## config.mk

```make
export PLATFORM = sky130hd
export DESIGN_NAME = r4mbe_iterative_multiplier_flat
export DESIGN_NICKNAME = d
export VERILOG_FILES = /design/src/rtl/r4mbe_iterative_multiplier_if.sv /design/src/rtl/r4mbe_iterative_multiplier.sv /design/src/flat_wrapper.sv
export SDC_FILE = /design/constraint.sdc
export NUM_CORES = 1
export LEC_CHECK = 0
export ABC_AREA = 1
export BUFFER_PORTS_ARGS = -buffer_cell sky130_fd_sc_hd__buf_2
export CORE_MARGIN = 2
export CORE_UTILIZATION = 45
export DETAILED_ROUTE_END_ITERATION = 10
export PLACE_DENSITY = 0.73
export SLEW_MARGIN = 5
export SYNTH_ARGS = -nofsm -noshare
export SYNTH_HDL_FRONTEND = slang
export SYNTH_SLANG_ARGS = --single-unit
```

## constraint.sdc

```tcl
create_clock -name i_clk -period 4.45 [get_ports i_clk]
set_input_delay 1.335 -clock i_clk [delete_from_list [all_inputs] [get_ports i_clk]]
set_output_delay 1.335 -clock i_clk [all_outputs]
set_load 0.02 [all_outputs]
```

## src/rtl/r4mbe_iterative_multiplier_if.sv

```systemverilog
// rtl/r4mbe_iterative_multiplier_if.sv - request/response handshake bundle for the iterative Booth multiplier
interface r4mbe_iterative_multiplier_if #(
  parameter int DATAW = 8
);
  logic                 i_valid;
  logic                 o_ready;
  logic [DATAW-1:0]     i_A;
  logic [DATAW-1:0]     i_B;
  logic                 i_signed;
  logic                 o_valid;
  logic                 i_ready;
  logic [2*DATAW-1:0]   o_result;

  // Requester/consumer side
  modport master (
    output i_valid, i_A, i_B, i_signed, i_ready,
    input  o_ready, o_valid, o_result
  );

  // Multiplier side
  modport slave (
    input  i_valid, i_A, i_B, i_signed, i_ready,
    output o_ready, o_valid, o_result
  );
endinterface

```

## src/rtl/r4mbe_iterative_multiplier.sv

```systemverilog
// rtl/r4mbe_iterative_multiplier.sv - sequential radix-4 modified-Booth multiplier, one digit per clock
module r4mbe_iterative_multiplier #(
  parameter int DATAW = 8
) (
  input  logic                        i_clk,
  input  logic                        i_rst,
  r4mbe_iterative_multiplier_if.slave bus
);
  localparam int NDIG = DATAW / 2 + 1;
  localparam int AW   = 2 * DATAW + 2;
  localparam int BW   = DATAW + 3;
  localparam int CW   = $clog2(NDIG);

  typedef enum logic [1:0] {
    S_IDLE,
    S_RUN,
    S_DONE
  } state_t;

  state_t               state_q, state_d;
  logic [AW-1:0]        a_q, a_d;
  logic [BW-1:0]        b_q, b_d;
  logic [AW-1:0]        acc_q, acc_d;
  logic [CW-1:0]        cnt_q, cnt_d;
  logic                 valid_q, valid_d;
  logic [2*DATAW-1:0]   result_q, result_d;

  logic                 ready;
  logic                 accept;
  logic                 last_digit;
  logic                 a_sign;
  logic                 b_sign;
  logic [AW-1:0]        a_ext;
  logic [BW-1:0]        b_ext;
  logic [2:0]           win;
  logic                 pp_zero;
  logic                 pp_two;
  logic                 pp_neg;
  logic [AW-1:0]        mag;
  logic [AW-1:0]        mag_sh;
  logic [AW-1:0]        addend;
  logic [AW-1:0]        sum;

  // Upstream may hand over a new request while idle, or while the finished
  // result is being taken so that DONE and the next accept share a cycle.
  assign ready        = (state_q == S_IDLE) || ((state_q == S_DONE) && bus.i_ready);
  assign accept       = bus.i_valid && ready;
  assign bus.o_ready  = ready;
  assign bus.o_valid  = valid_q;
  assign bus.o_result = result_q;

  // Operand extension: A widened to the accumulator, B gets two guard bits
  // and the implicit zero below bit 0 so every digit window is 3 bits wide.
  assign a_sign = bus.i_signed & bus.i_A[DATAW-1];
  assign b_sign = bus.i_signed & bus.i_B[DATAW-1];
  assign a_ext  = {{(AW-DATAW){a_sign}}, bus.i_A};
  assign b_ext  = {{2{b_sign}}, bus.i_B, 1'b0};

  assign last_digit = (cnt_q == CW'(NDIG - 1));

  // Select the current Booth window and the matching 2i shift of the partial product.
  always_comb begin
    win    = '0;
    mag_sh = '0;
    for (int i = 0; i < NDIG; i++) begin
      if (cnt_q == CW'(i)) begin
        win    = b_q[2*i +: 3];
        mag_sh = mag << (2 * i);
      end
    end
  end

  // Radix-4 Booth recoding of the window into zero / x1 / x2 and a sign.
  always_comb begin
    pp_zero = 1'b0;
    pp_two  = 1'b0;
    pp_neg  = 1'b0;
    case (win)
      3'b000, 3'b111: pp_zero = 1'b1;
      3'b001, 3'b010: pp_neg  = 1'b0;
      3'b011:         pp_two  = 1'b1;
      3'b100: begin
        pp_two = 1'b1;
        pp_neg = 1'b1;
      end
      default:        pp_neg  = 1'b1;
    endcase
  end

  // Negation is one's complement plus a carry-in folded into the same add.
  assign mag    = pp_zero ? '0 : (pp_two ? (a_q << 1) : a_q);
  assign addend = pp_neg ? ~mag_sh : mag_sh;
  assign sum    = acc_q + addend + AW'(pp_neg);

  // Next-state and datapath update for the IDLE/RUN/DONE sequence.
  always_comb begin
    state_d  = state_q;
    a_d      = a_q;
    b_d      = b_q;
    acc_d    = acc_q;
    cnt_d    = cnt_q;
    valid_d  = valid_q;
    result_d = result_q;
    case (state_q)
      S_IDLE: begin
        if (accept) begin
          a_d     = a_ext;
          b_d     = b_ext;
          acc_d   = '0;
          cnt_d   = '0;
          state_d = S_RUN;
        end
      end
      S_RUN: begin
        acc_d = sum;
        cnt_d = cnt_q + CW'(1);
        if (last_digit) begin
          state_d  = S_DONE;
          valid_d  = 1'b1;
          result_d = sum[2*DATAW-1:0];
        end
      end
      S_DONE: begin
        if (bus.i_ready) begin
          valid_d = 1'b0;
          if (accept) begin
            a_d     = a_ext;
            b_d     = b_ext;
            acc_d   = '0;
            cnt_d   = '0;
            state_d = S_RUN;
          end else begin
            state_d = S_IDLE;
          end
        end
      end
      default: begin
        state_d = S_IDLE;
        valid_d = 1'b0;
      end
    endcase
  end

  // State register with reset overriding everything in flight.
  always_ff @(posedge i_clk) begin
    if (i_rst) begin
      state_q  <= S_IDLE;
      a_q      <= '0;
      b_q      <= '0;
      acc_q    <= '0;
      cnt_q    <= '0;
      valid_q  <= 1'b0;
      result_q <= '0;
    end else begin
      state_q  <= state_d;
      a_q      <= a_d;
      b_q      <= b_d;
      acc_q    <= acc_d;
      cnt_q    <= cnt_d;
      valid_q  <= valid_d;
      result_q <= result_d;
    end
  end
endmodule

```

## src/flat_wrapper.sv

```systemverilog
// flat-port wrapper written by rule: the top's interface ports become plain ports
module r4mbe_iterative_multiplier_flat 
#(
  parameter int DATAW = 8
)
  (i_clk, i_rst, bus_i_valid, bus_i_A, bus_i_B, bus_i_signed, bus_i_ready, bus_o_ready, bus_o_valid, bus_o_result);
  r4mbe_iterative_multiplier_if #(.DATAW(DATAW)) bus_i ();
  input  logic i_clk;
  input  logic i_rst;
  input wire logic [$bits(bus_i.i_valid)-1:0] bus_i_valid;
  input wire logic [$bits(bus_i.i_A)-1:0] bus_i_A;
  input wire logic [$bits(bus_i.i_B)-1:0] bus_i_B;
  input wire logic [$bits(bus_i.i_signed)-1:0] bus_i_signed;
  input wire logic [$bits(bus_i.i_ready)-1:0] bus_i_ready;
  output wire logic [$bits(bus_i.o_ready)-1:0] bus_o_ready;
  output wire logic [$bits(bus_i.o_valid)-1:0] bus_o_valid;
  output wire logic [$bits(bus_i.o_result)-1:0] bus_o_result;
  assign bus_i.i_valid = bus_i_valid;
  assign bus_i.i_A = bus_i_A;
  assign bus_i.i_B = bus_i_B;
  assign bus_i.i_signed = bus_i_signed;
  assign bus_i.i_ready = bus_i_ready;
  assign bus_o_ready = bus_i.o_ready;
  assign bus_o_valid = bus_i.o_valid;
  assign bus_o_result = bus_i.o_result;
  r4mbe_iterative_multiplier #(.DATAW(DATAW)) u_core (.i_clk(i_clk), .i_rst(i_rst), .bus(bus_i));
endmodule
```

==> impl_summary.log <==
INFO  metric cts_buffers = 5
INFO  metric buffer_ports.inserted = 38
INFO  metric path_common_cell = sky130_fd_sc_hd__nand2_1
INFO  metric wl = ~9600 um
INFO  metric number_of_rows_created_at_floorplan = 33
INFO  metric clock_tree_from_tritoncts = built
INFO  metric initial_antenna_violation_count = 0
INFO  metric drive_above_1_share = about 20%
INFO  metric avgRoutedWirePerCell = roughly 13 um
INFO  metric timing.critical_path.fanout_max = 12
INFO  metric die-area = around 9300 sq um
INFO  metric finalWeightedCongestion = ~0.94
INFO  metric final_net_count = approximately 650
INFO  metric power.share.clock = about a quarter
INFO  metric async_flop_share = 0%
INFO  metric cp_slowest_cell = sky130_fd_sc_hd__dfxtp_2
INFO  metric min-delay-start = u_core.b_q[3]
INFO  metric ir_drop = about 0.14 mV
INFO  metric rr_startpoint = u_core.cnt_q[0]
INFO  metric p_sw_share = approximately two fifths
INFO  metric drv.max_cap_violation_count = 0
INFO  metric hold_path_class = reg -> reg
INFO  metric end_kind = flip-flop
INFO  metric global_route_usage_over_all_layers = between 20 and 25%
INFO  metric clock_tree.buffer_depth = 2
INFO  metric synth_area = 3854 sq um
INFO  metric worst_skew_pair.late_latency = between 0.3 and 0.4 ns
INFO  metric maximum_number_of_pins_on_one_net_before_global_route_repair = 32
INFO  metric maxSlewViolCount = 0
INFO  metric vias_in_the_first_global_route = ~3500
INFO  metric count_of_flip_flops_with_a_built_in_enable_after_synthesis = 0
INFO  metric final-instance-count-excl-fill = between 700 and 800
INFO  metric chipWidth = between 90 and 100 um
INFO  metric synth_area_per_cell = roughly 6.7 sq um
INFO  metric setup.worst_path.class = reg -> reg
INFO  metric combinationalPowerShare = 33.2%
INFO  metric synth_top_cell_area_share = roughly 29%
INFO  metric worst-endpoint-arrival = 4.33 ns
INFO  metric critical-path-max-stage-delay = around 0.38 ns
INFO  metric antennaDiodeCount = 0
INFO  metric final.period_utilization = between 90% and 100%
INFO  metric dp_hpwl = between 7000 and 8000 um
INFO  metric core = approximately 8300 sq um
INFO  metric synthesis.yosys.warnings = 0
INFO  metric setup.worst_path.start = u_core.cnt_q[0]
INFO  metric layout.cells.most_common_list = 148 x sky130_fd_sc_hd__nand2_1, 68 x sky130_fd_sc_hd__a21oi_1, 53 x sky130_fd_sc_hd__inv_1, 53 x sky130_fd_sc_hd__dfxtp_1, 43 x sky130_fd_sc_hd__nor2_1
INFO  metric drc = 0
INFO  metric die_y = ~97 um
INFO  metric p_int = slightly below 0.8 mW
INFO  metric synth.net_count = between 600 and 700
INFO  metric post-synth-top-area-cell = sky130_fd_sc_hd__dfxtp_1
INFO  metric drt_iter0_markers = 250
INFO  metric final-hold-violation-count = 0
INFO  metric hold_ws = between 0.4 and 0.5 ns
INFO  metric leading_register_cell_type_out_of_synthesis = sky130_fd_sc_hd__dfxtp_1
INFO  metric total_instance_count_after_detailed_placement = approximately 710
INFO  metric timing.slew.headroom = about 60%
INFO  metric floorplan.io_pins = 39
INFO  metric dpl_cell_area = about 4200 sq um
INFO  metric startpoint_type = flip-flop
INFO  metric run_status = finished, final reports clean
INFO  metric drt-pass1-iter-count = 5
INFO  metric power_switching = approximately 0.5 mW
INFO  metric routed_via_density = 5.231
INFO  metric dpl_worst_slack = 0.04074 ns
INFO  metric path_clk_slew = roughly 0.12 ns
INFO  metric synth_unique_cells = 47
INFO  metric globalRoute.totalOverflow = 0
INFO  metric finalSetupViolCount = 0
INFO  metric number_of_flip_flops_and_latches_in_the_synthesized_netlist = between 50 and 60
INFO  metric final_area = roughly 4300 sq um
INFO  metric total_leakage_power = 2.072 nW
INFO  metric period_needed = between 4 and 5 ns
INFO  metric grt_pass1_wl = 16300 um
INFO  metric final_antenna_net_count = 0
INFO  metric cts.root.buffer_cell = sky130_fd_sc_hd__clkbuf_8
INFO  metric clock_skew = 0.01808 ns
INFO  metric final_critical_path_setup_slack = 0.3608 ns
INFO  metric cts_max_level = 2
INFO  metric dr_total_vias = around 3800
INFO  metric max_frequency = 244.5 MHz
INFO  metric area_overhead_vs_synth = 12.76%
INFO  metric initial_utilization = 46.67%
INFO  metric timing_worst_slew_pin_value = around 0.57 ns
INFO  metric yosys-top-cells-area = sky130_fd_sc_hd__dfxtp_1 29%, sky130_fd_sc_hd__nand2_1 15%, sky130_fd_sc_hd__a21oi_1 9.0%, sky130_fd_sc_hd__ha_1 6.5%, sky130_fd_sc_hd__inv_1 5.2%
INFO  metric critical_path_required = 4.69 ns
INFO  metric post_synthesis_cell_count = about 570
INFO  metric powerDensity = roughly 290 nW/um^2
INFO  metric mostFrequentLayoutCell = sky130_fd_sc_hd__nand2_1
INFO  metric seq_power_share = 42.4%
INFO  metric sequential_element_share_of_the_synthesized_area = between 20 and 30%
INFO  metric numClockSinks = 56
==> registers in the layout, indices dropped and copies added (netlist names) <==
signal               count
u_core.a_q               9
u_core.acc_q            16
u_core.cnt_q             3
u_core.bus.o_valid       1
u_core.bus.o_result     16
u_core.b_q               9
u_core.state_q           2
==> synthesized netlist by cell type (5+ instances only) <==
library cell,instances
sky130_fd_sc_hd__a21oi_1,69
sky130_fd_sc_hd__clkbuf_1,12
sky130_fd_sc_hd__dfxtp_1,56
sky130_fd_sc_hd__ha_1,20
sky130_fd_sc_hd__inv_1,53
sky130_fd_sc_hd__inv_2,8
sky130_fd_sc_hd__nand2_1,149
sky130_fd_sc_hd__nand2_2,11
sky130_fd_sc_hd__nand3_1,25
sky130_fd_sc_hd__nor2_1,44
sky130_fd_sc_hd__nor2_2,5
sky130_fd_sc_hd__o211ai_2,5
sky130_fd_sc_hd__o21ai_0,29
sky130_fd_sc_hd__o21ai_1,6
sky130_fd_sc_hd__xor2_1,19
==> per-layer routing <==
layer	vias to the layer above	GRT usage [%]	part of all wire (%)
met2	99	35.30	45
met4	0	6.455	1.6
li1	1950	-	-
met5	-	0	0
met1	1693	31.18	48
met3	14	2.715	4.9
==> layout make-up <==
class / count / area, sq um
clock buffers: 5 / 68.82
clock inverters: 3 / 28.78
fillers: 856 / 3913
inverters: 62 / 235.2
multi-input cells: 433 / 2446
flip-flops and latches: 56 / 1125
well taps: 105 / 131.4
repair buffers: 54 / 310.3
==> cells by family after synthesis <==
logic type                 count (synthesis)  synth area share [%]
AOI/OAI and AO/OA                        135                 20.71
xor gates and xnor gates                  22                 5.000
adders and majority gates                 21                 7.013
buffers and inverters                     82                 8.863
DFF                                       56                 29.09
and+or+nand+nor                          255                 29.32
==> power by group through the flow <==
stage                     logic (mW)  registers, mW  clock network [mW]
final                          0.425          0.542               0.312
after global routing           0.477          0.546               0.338
after CTS                      0.414          0.542               0.321
after detailed placement       0.411          0.553                   0
after global placement         0.405          0.553                   0
after floorplan                0.318          0.549                   0
==> path summary, 6_finish.rpt <==
kind	slack (ns)	to	depth (start not counted)
min reg2reg	0.47	u_core.b_q[3]	2
min	0.47	u_core.b_q[3]	2
max reg2reg	0.36	u_core.bus.o_result[12]	29
max	0.36	u_core.bus.o_result[12]	29
==> worst max-delay path, delay by kind of cell (launching register included) <==
family                   cells  cell delay, ns
AND/OR/NAND/NOR             13            1.38
flip-flops                   1            0.38
adder cells (fa/ha/maj)      3            0.71
AO/OA/AOI/OAI                6            0.83
buffers and inverters        5            0.37
XOR/XNOR                     2            0.33
==> per-stage QoR <==
stage / power [mW] / utilization (%) / TNS [ns]
finish: 1.279 / 52.62 / 0
global route: 1.360 / 52.62 / -0.002748
CTS: 1.278 / 51.79 / 0
detailed placement: 0.9646 / 50.61 / 0
global placement: 0.9573 / 50.61 / 0
floorplan: 0.8666 / - / 0
==> timing repair <==
item                       CTS  global route
resized for setup            0            20
buffers inserted             0             1
setup endpoints to repair    0            18
hold endpoints to repair     0             0
hold buffers                 0             0
(Power assumes the default switching activity.)
